==> config.mk <==
export PLATFORM = sky130hd
export DESIGN_NAME = weight_mem_arbiter
export DESIGN_NICKNAME = d
export VERILOG_FILES = /design/src/rtl/weight_mem_pkg.sv /design/src/rtl/weight_mem_arbiter_rr_pick.sv /design/src/rtl/weight_mem_arbiter.sv
export SDC_FILE = /design/constraint.sdc
export NUM_CORES = 1
export LEC_CHECK = 0
export CAP_MARGIN = 5
export CELL_PAD_IN_SITES_DETAIL_PLACEMENT = 0
export CELL_PAD_IN_SITES_GLOBAL_PLACEMENT = 1
export CORE_MARGIN = 5
export CORE_UTILIZATION = 35
export DETAILED_ROUTE_END_ITERATION = 10
export PLACE_DENSITY_LB_ADDON = 0.1
export SETUP_SLACK_MARGIN = 0.1
export SLEW_MARGIN = 20
export SYNTH_ARGS = -nofsm -noshare
export SYNTH_HDL_FRONTEND = slang
export SYNTH_SLANG_ARGS = --single-unit
==> constraint.sdc <==
create_clock -name clk -period 1.8 [get_ports clk]
set_clock_uncertainty 0.1 [all_clocks]
set_input_delay 0.54 -clock clk [delete_from_list [all_inputs] [get_ports clk]]
set_output_delay 0.54 -clock clk [all_outputs]
set_load 0.01 [all_outputs]
==> src/rtl/weight_mem_pkg.sv <==
// Shared types and limits for the weight memory arbiter.
package weight_mem_pkg;

  typedef enum logic [1:0] {
    S_IDLE  = 2'd0,
    S_ISSUE = 2'd1,
    S_WAIT  = 2'd2,
    S_RESP  = 2'd3
  } state_e;

  typedef enum logic {
    SRC_RD = 1'b0,
    SRC_WR = 1'b1
  } src_e;

  localparam int RD_LAT_MIN = 1;
  localparam int RD_LAT_MAX = 3;
  localparam int LAT_W      = 2;
  localparam int N_RD_MAX   = 4;

endpackage

==> src/rtl/weight_mem_arbiter_rr_pick.sv <==
// Combinational round-robin finder: first set request bit at or after ptr_i, wrapping.
module rr_pick #(
  parameter int N  = 2,
  parameter int IW = (N > 1) ? $clog2(N) : 1
) (
  input  logic [N-1:0]  req_i,
  input  logic [IW-1:0] ptr_i,
  output logic [IW-1:0] idx_o,
  output logic          found_o
);

  // Scan from the farthest slot back toward ptr so the nearest hit is written last.
  always_comb begin
    idx_o   = '0;
    found_o = 1'b0;
    for (int k = N - 1; k >= 0; k--) begin
      if (req_i[(int'(ptr_i) + k) % N]) begin
        idx_o   = IW'((int'(ptr_i) + k) % N);
        found_o = 1'b1;
      end
    end
  end

endmodule

==> src/rtl/weight_mem_arbiter.sv <==
// Single-port weight memory arbiter: one writer (priority) and N_RD round-robin readers.
// Optional write-starvation guard enabled by defining WMEM_STARVE_GUARD_EN.
module weight_mem_arbiter
  import weight_mem_pkg::*;
#(
  parameter int ADDR_W = 4,
  parameter int DW     = 8,
  parameter int N_RD   = 2,
  parameter int RD_LAT = 1
) (
  input  logic                   clk,
  input  logic                   rst,
  input  logic [N_RD-1:0]        rd_req_i,
  input  logic [N_RD*ADDR_W-1:0] rd_addr_i,
  output logic [N_RD-1:0]        rd_valid_o,
  output logic [DW-1:0]          rd_data_o,
  input  logic                   wr_req_i,
  input  logic [ADDR_W-1:0]      wr_addr_i,
  input  logic [DW-1:0]          wr_data_i,
  output logic                   wr_ack_o,
  output logic                   mem_en_o,
  output logic                   mem_we_o,
  output logic [ADDR_W-1:0]      mem_addr_o,
  output logic [DW-1:0]          mem_wdata_o,
  input  logic [DW-1:0]          mem_rdata_i,
  output logic                   busy_o
);

  localparam int IW = (N_RD > 1) ? $clog2(N_RD) : 1;

  if (RD_LAT < RD_LAT_MIN || RD_LAT > RD_LAT_MAX) begin : g_bad_lat
    $error("RD_LAT out of range");
  end
  if (N_RD < 1 || N_RD > N_RD_MAX) begin : g_bad_nrd
    $error("N_RD out of range");
  end

  state_e                       state_q, state_d;
  src_e                         src_q, src_d;
  logic [IW-1:0]                gidx_q, gidx_d;
  logic [IW-1:0]                rr_ptr_q, rr_ptr_d;
  logic [LAT_W-1:0]             lat_q, lat_d;
  logic [N_RD-1:0]              pend_rd_q, pend_rd_d, clr_rd;
  logic [N_RD-1:0][ADDR_W-1:0]  rd_addr_q, rd_addr_d;
  logic                         pend_wr_q, pend_wr_d, clr_wr;
  logic [ADDR_W-1:0]            wr_addr_q, wr_addr_d;
  logic [DW-1:0]                wr_data_q, wr_data_d;
  logic [N_RD-1:0]              rd_valid_q, rd_valid_d;
  logic [DW-1:0]                rd_data_q, rd_data_d;
  logic                         wr_ack_q, wr_ack_d;
  logic                         mem_en_q, mem_en_d;
  logic                         mem_we_q, mem_we_d;
  logic [ADDR_W-1:0]            mem_addr_q, mem_addr_d;
  logic [DW-1:0]                mem_wdata_q, mem_wdata_d;
  logic                         busy_q, busy_d;
  logic [IW-1:0]                pick_idx;
  logic                         pick_found;
  logic                         take_rd;
`ifdef WMEM_STARVE_GUARD_EN
  logic [1:0]                   sc_q, sc_d;
`endif

  // A new pulse wins over a same-cycle grant clear and always refreshes the payload.
  for (genvar i = 0; i < N_RD; i++) begin : g_rd_cap
    assign pend_rd_d[i] = rd_req_i[i] | (pend_rd_q[i] & ~clr_rd[i]);
    assign rd_addr_d[i] = rd_req_i[i] ? rd_addr_i[i*ADDR_W +: ADDR_W] : rd_addr_q[i];
  end

  assign pend_wr_d = wr_req_i | (pend_wr_q & ~clr_wr);
  assign wr_addr_d = wr_req_i ? wr_addr_i : wr_addr_q;
  assign wr_data_d = wr_req_i ? wr_data_i : wr_data_q;

  rr_pick #(.N(N_RD), .IW(IW)) u_pick (
    .req_i   (pend_rd_q),
    .ptr_i   (rr_ptr_q),
    .idx_o   (pick_idx),
    .found_o (pick_found)
  );

`ifdef WMEM_STARVE_GUARD_EN
  assign take_rd = pick_found & (~pend_wr_q | (sc_q == 2'd3));
`else
  assign take_rd = pick_found & ~pend_wr_q;
`endif

  always_comb begin
    state_d     = state_q;
    src_d       = src_q;
    gidx_d      = gidx_q;
    rr_ptr_d    = rr_ptr_q;
    lat_d       = lat_q;
    rd_data_d   = rd_data_q;
    rd_valid_d  = '0;
    wr_ack_d    = 1'b0;
    mem_en_d    = 1'b0;
    mem_we_d    = 1'b0;
    mem_addr_d  = '0;
    mem_wdata_d = '0;
    clr_wr      = 1'b0;
    clr_rd      = '0;
`ifdef WMEM_STARVE_GUARD_EN
    sc_d        = sc_q;
`endif
    unique case (state_q)
      S_IDLE: begin
        if (pend_wr_q && !take_rd) begin
          src_d       = SRC_WR;
          clr_wr      = 1'b1;
          state_d     = S_ISSUE;
          mem_en_d    = 1'b1;
          mem_we_d    = 1'b1;
          mem_addr_d  = wr_addr_q;
          mem_wdata_d = wr_data_q;
`ifdef WMEM_STARVE_GUARD_EN
          if (|pend_rd_q && sc_q != 2'd3) sc_d = sc_q + 2'd1;
`endif
        end else if (take_rd) begin
          src_d            = SRC_RD;
          gidx_d           = pick_idx;
          clr_rd[pick_idx] = 1'b1;
          rr_ptr_d         = (pick_idx == IW'(N_RD - 1)) ? '0 : pick_idx + 1'b1;
          state_d          = S_ISSUE;
          mem_en_d         = 1'b1;
          mem_addr_d       = rd_addr_q[pick_idx];
`ifdef WMEM_STARVE_GUARD_EN
          sc_d             = 2'd0;
`endif
        end
      end
      S_ISSUE: begin
        if (src_q == SRC_WR) begin
          state_d  = S_RESP;
          wr_ack_d = 1'b1;
        end else begin
          state_d = S_WAIT;
          lat_d   = LAT_W'(RD_LAT - 1);
        end
      end
      S_WAIT: begin
        // Response strobe is registered here so it lands in S_RESP with the data.
        if (lat_q == '0) begin
          rd_data_d          = mem_rdata_i;
          rd_valid_d[gidx_q] = 1'b1;
          state_d            = S_RESP;
        end else begin
          lat_d = lat_q - 1'b1;
        end
      end
      S_RESP:  state_d = S_IDLE;
      default: state_d = S_IDLE;
    endcase
`ifdef WMEM_STARVE_GUARD_EN
    if (pend_rd_q == '0) sc_d = 2'd0;
`endif
  end

  assign busy_d = (state_d != S_IDLE) | (|pend_rd_d) | pend_wr_d;

  always_ff @(posedge clk) begin
    if (rst) begin
      state_q     <= S_IDLE;
      src_q       <= SRC_RD;
      gidx_q      <= '0;
      rr_ptr_q    <= '0;
      lat_q       <= '0;
      pend_rd_q   <= '0;
      rd_addr_q   <= '0;
      pend_wr_q   <= 1'b0;
      wr_addr_q   <= '0;
      wr_data_q   <= '0;
      rd_valid_q  <= '0;
      rd_data_q   <= '0;
      wr_ack_q    <= 1'b0;
      mem_en_q    <= 1'b0;
      mem_we_q    <= 1'b0;
      mem_addr_q  <= '0;
      mem_wdata_q <= '0;
      busy_q      <= 1'b0;
`ifdef WMEM_STARVE_GUARD_EN
      sc_q        <= 2'd0;
`endif
    end else begin
      state_q     <= state_d;
      src_q       <= src_d;
      gidx_q      <= gidx_d;
      rr_ptr_q    <= rr_ptr_d;
      lat_q       <= lat_d;
      pend_rd_q   <= pend_rd_d;
      rd_addr_q   <= rd_addr_d;
      pend_wr_q   <= pend_wr_d;
      wr_addr_q   <= wr_addr_d;
      wr_data_q   <= wr_data_d;
      rd_valid_q  <= rd_valid_d;
      rd_data_q   <= rd_data_d;
      wr_ack_q    <= wr_ack_d;
      mem_en_q    <= mem_en_d;
      mem_we_q    <= mem_we_d;
      mem_addr_q  <= mem_addr_d;
      mem_wdata_q <= mem_wdata_d;
      busy_q      <= busy_d;
`ifdef WMEM_STARVE_GUARD_EN
      sc_q        <= sc_d;
`endif
    end
  end

  assign rd_valid_o  = rd_valid_q;
  assign rd_data_o   = rd_data_q;
  assign wr_ack_o    = wr_ack_q;
  assign mem_en_o    = mem_en_q;
  assign mem_we_o    = mem_we_q;
  assign mem_addr_o  = mem_addr_q;
  assign mem_wdata_o = mem_wdata_q;
  assign busy_o      = busy_q;

endmodule

Word-level counts from Yosys, hierarchy flattened
Index checks and enable logic that the tools add are counted.
Storage, ports and cells
  bits in registers: 56
  memory bits (writable): 0
  logic and storage cells: 106
  memory bits (read-only): 0
  output and inout port bits: 26
  latch bits: 0
  memories: 0
Cells by class
  equality and inequality tests: 5
  $add $sub $neg: 3
  bitwise gates (word level): 19
  reductions and logical operators: 18
  divide/modulo/power cells: 0
  $mul: 0
  shift operators: 0
  magnitude comparators: 6
  muxes and demuxes: 36
Operator list (number)
  two-way mux 1 bit: 20
  two-way mux 2 bit: 8
  two-way mux 4 bit: 4
  inverter 1 bit: 9
  case mux 2 bit (4 select lines): 1
  < comparator 1 x 2 -> 1 bit (second input constant): 3
  AND reduction 3 bit: 2
  nonzero test 2 bit: 3
  OR reduction 2 bit: 3
  OR reduction 3 bit: 2
  bitwise OR 1 bit: 5
  bitwise AND 1 bit: 4
  equality test 2 bit (second input constant): 2
  zero test 2 bit: 2
  != test 2 bit (second input constant): 2
  case mux 2 bit (2 select lines): 1
  AND reduction 2 bit: 2
  logical AND 1 bit: 3
  < comparator 2 x 3 -> 1 bit (second input constant): 1
  adder 1 bit (second input constant): 2
  demux 1 bit (select 1 bit): 2
  equality test 2 x 1 -> 1 bit (second input constant): 1
  greater-or-equal comparator 1 bit (second input constant): 2
  subtractor 2 x 1 -> 2 bit (second input constant): 1
  other kinds (2): 2

Depth between registers and ports, before layout
  depth in word-level cells: 20
  mapped depth: 6
  depth with buffers taken out: 6

Hierarchy
Synthesis repeated with hierarchy kept, for this count alone.
Unflattened totals
  cell total of the unflattened synthesis: 207
  area, all modules: 2043.2 µm²
By module, submodules not included
  weight_mem_arbiter: instances 1, sequential area each 1121.1 µm², cells an instance 204, area each 2025.7 µm²
  rr_pick: instances 1, sequential area each 0.0 µm², cells an instance 3, area each 17.5 µm²

Least setup slack after synthesis
Ideal clock, no wire load.
  path type: register -> register
  start: register lat_q[0]
  end: register lat_q[1]
  arrival: 1.260 ns
  setup time: 0.065 ns
  required time: 1.635 ns
  period minus slack after synthesis: 1.425 ns
  setup slack: 0.375 ns
  stages on the path, launching flop included: 7
  cell sequence: dfxtp_1 -> inv_1 -> ha_1 -> or3b_1 -> a21oi_1 -> a211oi_1 -> nor2_1
Between the ends
  cells in the longest elaborated chain, start to end: 3
Ends and longest elaborated chain
  start: declaration: line weight_mem_arbiter.sv:42  | logic [LAT_W-1:0] lat_q, lat_d;
  start signal: assignment: line weight_mem_arbiter.sv:187  | lat_q <= lat_d;
  subtractor 2 x 1 -> 2 bit or zero test 2 bit (tied branches): line weight_mem_arbiter.sv:146, weight_mem_arbiter.sv:141
  two-way mux 2 bit or != test 2 bit (tied branches)
  case mux 2 bit (2 select lines) or AND reduction 3 bit (tied branches)
Several ways; a longest one is shown, not always the timed one. The select of a mux whose other input is x is not followed.
A chain may end at the register's enable or synchronous reset.

Worst setup path in the final report
  start: register lat_q[1]
  end: register busy_q, in the netlist busy_o
Between the ends
  cells in the longest elaborated chain, start to end: 6
Ends and longest elaborated chain
  zero test 2 bit: line weight_mem_arbiter.sv:141  | if (lat_q == '0) begin
  two-way mux 2 bit: line weight_mem_arbiter.sv:141
  case mux 2 bit (4 select lines): line weight_mem_arbiter.sv:104  | unique case (state_q)
  nonzero test 2 bit: line weight_mem_arbiter.sv:157  | assign busy_d = (state_d != S_IDLE) | (|pend_rd_d) | pend_wr_d;
  bitwise OR 1 bit (2 in a row): line weight_mem_arbiter.sv:157
  end signal: assignment: line weight_mem_arbiter.sv:200  | busy_q <= busy_d;
  end: declaration: line weight_mem_arbiter.sv:55  | logic busy_q, busy_d;
No other way between the ends.

==> flow_summary.toml <==
[routing]
avgViaCountPerCell = 4.56
wl_um = 4500
vias = 1592
wl_per_cell_um = 12.9
firstDrtPassIters = 6
ant_nets = 0
route.detailed.drc = 0
drt-initial-drc-count = 31

[timing]
finalHoldViolCount = 0
slew-limit-headroom = 0.700
max_freq_mhz = 639
rsz0062_at_grt = "no"
finalCritPeriodShare = 0.869
maxSlewViolCount = 0
finalCriticalPeriod_ns = 1.56
finalWorstSetupSlack_ns = 0.235
tightest_slew_ns = 0.450
setup_viol = 0
holdWs_ns = 0.351

[grt]
antenna_found_initial = 0
grt_pass1_wl_um = 7420
track_usage = 0.124
grt_max_degree = 44
grt_pass1_vias = 1581
gr-total-overflow = 0

[yosys]
yosysUniqueCellTypes = 30
yosysWarningCount = 0
ys.flop_type = "dfxtp_1"
yosysTopAreaCell = "dfxtp_1"
synth_commonest_cells = "56 x dfxtp_1, 32 x nor2_1, 27 x nand2_1"
yosysSeqAreaShare = 0.541
syn_nets = 257
ys_ff_latch = 56
synth.most_common_cell = "dfxtp_1"
synthArstFlopShare = 0
synthCells = 219
yosysTopAreaCellShare = 0.541
yosys-top-cells-area = "dfxtp_1 54%, mux2i_1 9.7%, nor2_1 5.8%"
avgSynthCellArea_um2 = 9.47
syn_area_um2 = 2070
synth_edf_count = 0

[placed_design]
portBuffers = 58
pre_cts_slack_ns = -0.152
dp_hpwl_um = 3220
routabilityCongestion = 0.696
dpl.cell_count = 341
placed_area_um2 = 2730

[floorplan]
rows = 28
coreArea_um2 = 5850
chipHeight_um = 87.0
io_pins = 59
initial_core_util = 0.354
fp.dieW_um = 87.0
dieArea_um2 = 7560

[critical_path]
max_stage_delay_ns = 0.38
crit_path_end_kind = "register"
path_cells = "inv_1 -> ha_1 -> a211oi_1 -> a21oi_1 -> o2bb2ai_2 -> a41oi_1"
reg2reg_to = "busy_o"
startpoint_type = "register"
rr_worst_depth = 6
r2r-start = "lat_q[1]"
critPathTopFamily = "compound AO/OA/AOI/OAI gates"
path_class = "register to register"
worstPathRequired_ns = 1.87
cp_max_fo = 6
worstPathArrival_ns = 1.64
crit_buf_inv = 1
slowest_stage = "dfxtp_1"
r2r_slack_ns = 0.24

[min_path]
hp-start = "gidx_q"
hold_end = "rd_valid_o[0]"
min_path_cells = 1
holdCritPathClass = "register to register"

[power]
power_density_nw_per_um2 = 1070
vdd_drop_max_mv = 0.453
power_leakage_nw = 1.27

[layout]
multi_input_area_um2 = 880
layoutNonFillerInstCount = 349
nFillCells = 573
seq_area_um2 = 1120
layout.nets = 311
finish.utilization = 0.482
num_antenna_cells = 0
final_area_um2 = 2820
drive_above_1_share = 0.0693
syn2layout_area_growth_pct = 36.0

[clocking]
postCtsHoldBufs = 0
clk_pin_slew_ns = 0.10
cts_tree = "yes"
insertion_delay_ns = 0.31
htree_levels = 2
post_cts.repair.setup_buffers = 0
cts_max_path_buffers = 2
numCtsBuffers = 5
cts_sinks = 56
cts_root_buf = "clkbuf_8"

[status]
status = "finished clean"

[job]
max_cap_violations = 0
==> cell families after synthesis <==
group	after synthesis	synth area share
mux	20	0.0966
fa+ha+maj	5	0.0302
buf+inv	20	0.0398
compound gates	35	0.109
simple gates	83	0.183
flops	56	0.541
==> metal layers <==
metal,global-route usage,up-vias,part of all wire
met4,0.0340,0,0.0062
li1,-,838,-
met2,0.206,33,0.49
met1,0.156,719,0.46
met3,0.0331,2,0.042
met5,0,-,0
==> stage by stage <==
step / TNS (ns) / power [mW]
after CTS: 0 / 3.04
final: 0 / 3.01
after floorplan: 0 / 1.91
after detailed placement: -1.67 / 2.24
after global placement: -1.93 / 2.24
after global routing: 0 / 3.22
==> state kept, by name, indices dropped and copies added, names as in the netlist, 2 cells and up <==
register	cells
state_q	2
mem_wdata_o	8
rd_valid_o	2
mem_addr_o	4
wr_addr_q	4
pend_rd_q	2
lat_q	2
rd_data_o	8
rd_addr_q	8
wr_data_q	8
==> how the worst max path moves through the flow <==
stage	from	to	slack (ns)	cells after the start
2_1_floorplan	lat_q[0]	lat_q[1]	0.38	6
3_3_place_gp	rst	mem_wdata_o[0]	-0.16	3
3_5_place_dp	rst	mem_wdata_o[0]	-0.15	3
4_1_cts	lat_q[0]	busy_o	0.13	6
5_1_grt	lat_q[0]	busy_o	0.12	6
6_report	lat_q[1]	busy_o	0.24	6
==> worst reg2reg max path, stage by stage (launching register included) <==
cell and delay, ns:
dfxtp_1 0.38, inv_1 0.06, ha_1 0.25, a211oi_1 0.24, a21oi_1 0.08, o2bb2ai_2 0.19
a41oi_1 0.13
==> report_power, final <==
group	leakage, nW	internal [mW]	total (mW)	switching, mW
Clock	0.0548	0.420	0.837	0.417
Combinational	0.753	0.332	0.715	0.383
Sequential	0.459	1.37	1.46	0.0816
==> placed cells by master, fill, tap and decap left out, types with 2 or more instances in the layout <==
| cell type | instances |
|---|---|
| ha_1 | 5 |
| inv_1 | 5 |
| nor2_1 | 31 |
| a21oi_1 | 14 |
| a22oi_1 | 2 |
| buf_4 | 3 |
| dlygate4sd2_1 | 26 |
| mux2i_1 | 20 |
| clkbuf_8 | 5 |
| o21ai_1 | 4 |
| a32oi_1 | 5 |
| nor2b_1 | 2 |
| a211oi_1 | 3 |
| dfxtp_1 | 55 |
| clkdlybuf4s50_1 | 32 |
| nand2_1 | 27 |
| o21ai_0 | 2 |
| and3_1 | 8 |
| and2_1 | 6 |
| nor3_1 | 2 |
==> what timing repair did <==
item / CTS / global route
pin swaps: 0 / 0
endpoints found under the setup margin: 29 / 1
resized for setup: 27 / 3
==> final cells by class <==
type | instances | area share
Clock inverter | 3 | 0.0164
Multi-Input combinational cell | 143 | 0.312
Sequential cell | 56 | 0.398
Inverter | 5 | 0.00665
Timing Repair Buffer | 62 | 0.209
Clock buffer | 5 | 0.0244
Tap cell | 75 | 0.0333
Power figures use the tool's default switching activity.
==> patch, RTL diff (same settings) <==
Build with the macro `WMEM_STARVE_GUARD_EN` defined.
--- a/src/rtl/weight_mem_arbiter.sv
+++ b/src/rtl/weight_mem_arbiter.sv
@@ -1,5 +1,7 @@
 // Single-port weight memory arbiter: one writer (priority) and N_RD round-robin readers.
 // Optional write-starvation guard enabled by defining WMEM_STARVE_GUARD_EN.
+`define WMEM_STARVE_GUARD_EN
+
 module weight_mem_arbiter
   import weight_mem_pkg::*;
 #(
Function: same outputs for any inputs over 10 cycles, from zero or initial values and one cycle with rst high; that may be too few to reach the edited logic, so the function may still have changed.
==> patch against the original RTL <==
- first-iteration DRC count rose by 120%
- sequential cell count up 2
- synthesized cell count grew 3.7%
- die area is 5.2% higher
- synthesized area rose by 5.9%
- count of clock-buffer cells in the layout increased by 6
- wire length up 3.7%
- worst setup slack worse by 1.1 ps
- cell count rose by 4.9%
- cell area rose by 6.5%
- non-clock buffer count increased by 2
- power grew 18%
- largest cell class unchanged
==> patch: results (changes against the original RTL) <==
| Metric | Value |
|---|---|
| Status | complete, no violations |
| Syn Nets | 266 (+3.5%) |
| Seq power | 1.51 mW (+3%) |
| Vias | 1701 (+6.8%) |
| Most frequent cells after synthesis | 58 x dfxtp_1, 36 x nor2_1, 24 x nand2_1 |
| Internal | 2.49 mW (+17%) |
| Largest net degree at the start of global routing | 45 (+2.3%) |
| Reg2Reg Depth | 5 (-1) |
| Hold Crit Depth | 2 (+1) |
| DP Worst Slack | 47.6 ps (+199 ps) |
| Overall Global Routing Usage | 12.7% (+0.36 points) |
| Top cells by area, synth | dfxtp_1 53%, mux2i_1 9.1%, nor2_1 6.2% |
| Initial drt markers | 69 (+120%) |
| GR Util met1 | 16.8% (+1.2 points) |
| Cells after DPL | 350 (+2.6%) |
| Port bufs | 58 (unchanged) |
| NumNets Final | 325 (+4.5%) |
| Comb pwr | 0.912 mW (+28%) |
| FILL cells | 610 (+6.5%) |
| RePlAce Congestion | 0.756 (+8.7%) |
| Initial antenna violation count | 0 (unchanged) |
| Total CTS buffers | 9 (+4) |
| Met3 Track Usage GR | 3.50% (+0.19 points) |
| Slowest CP cell | dfxtp_1 |
| Sequential-to-total area share from yosys stat | 52.9% (-1.2 points) |
| Wirelength per Cell | 12.8 um (-1.1%) |
| Placed standard-cell area | 2840 um2 (+4.1%) |
| Vias in the first global route | 1645 (+4.0%) |
| Arrival time worst endpoint | 930 ps (-710 ps) |
| Maximum fanout along the worst path | 2 (-4) |
| Worst slew pin tran | 472 ps (+22.4 ps) |
| Layout cell share with drive strength beyond 1 | 12.4% (+5.4 points) |
| Peak supply drop | 0.000530 V (+17%) |
| First-pass GRT wire length | 7710 um (+3.8%) |
| Drt pass-1 iters | 4 (-2) |
| Met1 Wirelength | 2260 um (+8.8%) |
| P_leak | 1.32 nW (+4.1%) |
| CP peak stage delay | 330 ps (-50 ps) |
| Clock-pin slew on the worst setup and hold paths | 60 ps (-40 ps) |
| Routed wire length | 4670 um (+3.7%) |
| Switching Share | 30.0% (+0.67 points) |
| Mean Syn Cell Area | 9.67 um2 (+2.2%) |
| Distinct cells, synth | 31 (+3.3%) |
| Global Route met2 Usage | 18.7% (-1.9 points) |
| Met3 wire len | 295 um (+54%) |
[patch: cell count changes after synthesis, moves of 3 or more]
| cell | unedited run | this run |
|---|---|---|
| o21ai_1 | 4 | 0 |
| nand2_1 | 27 | 24 |
| and3_1 | 8 | 0 |
| a22oi_1 | 2 | 6 |
| a32oi_1 | 5 | 1 |
| buf_6 | 0 | 3 |
| nand3_1 | 0 | 5 |
| and2_4 | 0 | 8 |
| nor2_1 | 32 | 36 |
| and2_1 | 6 | 3 |
| a32o_1 | 0 | 4 |
[patch: layout make-up]
| type | instances | area [um2] | share of cell area (%) |
|---|---|---|---|
| repair buffers | 64 | 601 | 20.0 |
| clock inverters | 5 | 55.1 | 1.83 |
| multi-input cells | 149 | 947 | 31.5 |
| clock buffers | 11 | 131 | 4.37 |
| flip-flops and latches | 58 | 1160 | 38.7 |
| well taps | 75 | 93.8 | 3.12 |
| inverters | 4 | 15.0 | 0.500 |
[patch: worst paths after layout]
kind	start	to	slack [ps]
worst min register to register	rd_data_o[4]$_SDFFE_PP0P_	rd_data_o[4]$_SDFFE_PP0P_	350
worst min-delay path	rd_data_o[4]$_SDFFE_PP0P_	rd_data_o[4]$_SDFFE_PP0P_	350
worst max-delay path	rd_data_o[5]$_SDFFE_PP0P_	rd_data_o[5]	230
worst max register to register	sc_q[0]$_SDFFE_PP0P_	mem_wdata_o[0]$_SDFF_PP0_	250
[patch: kinds of logic (layout without fill, tap and decap cells)]
logic type / after synthesis / in the layout / synth area share (%)
adders and majority gates: 6 / 6 / 3.42
and+or+nand+nor: 88 / 88 / 19.0
AOI/OAI and AO/OA: 34 / 34 / 10.5
DFF: 58 / 58 / 52.9
buffers and inverters: 20 / 84 / 4.56
muxes: 21 / 21 / 9.63
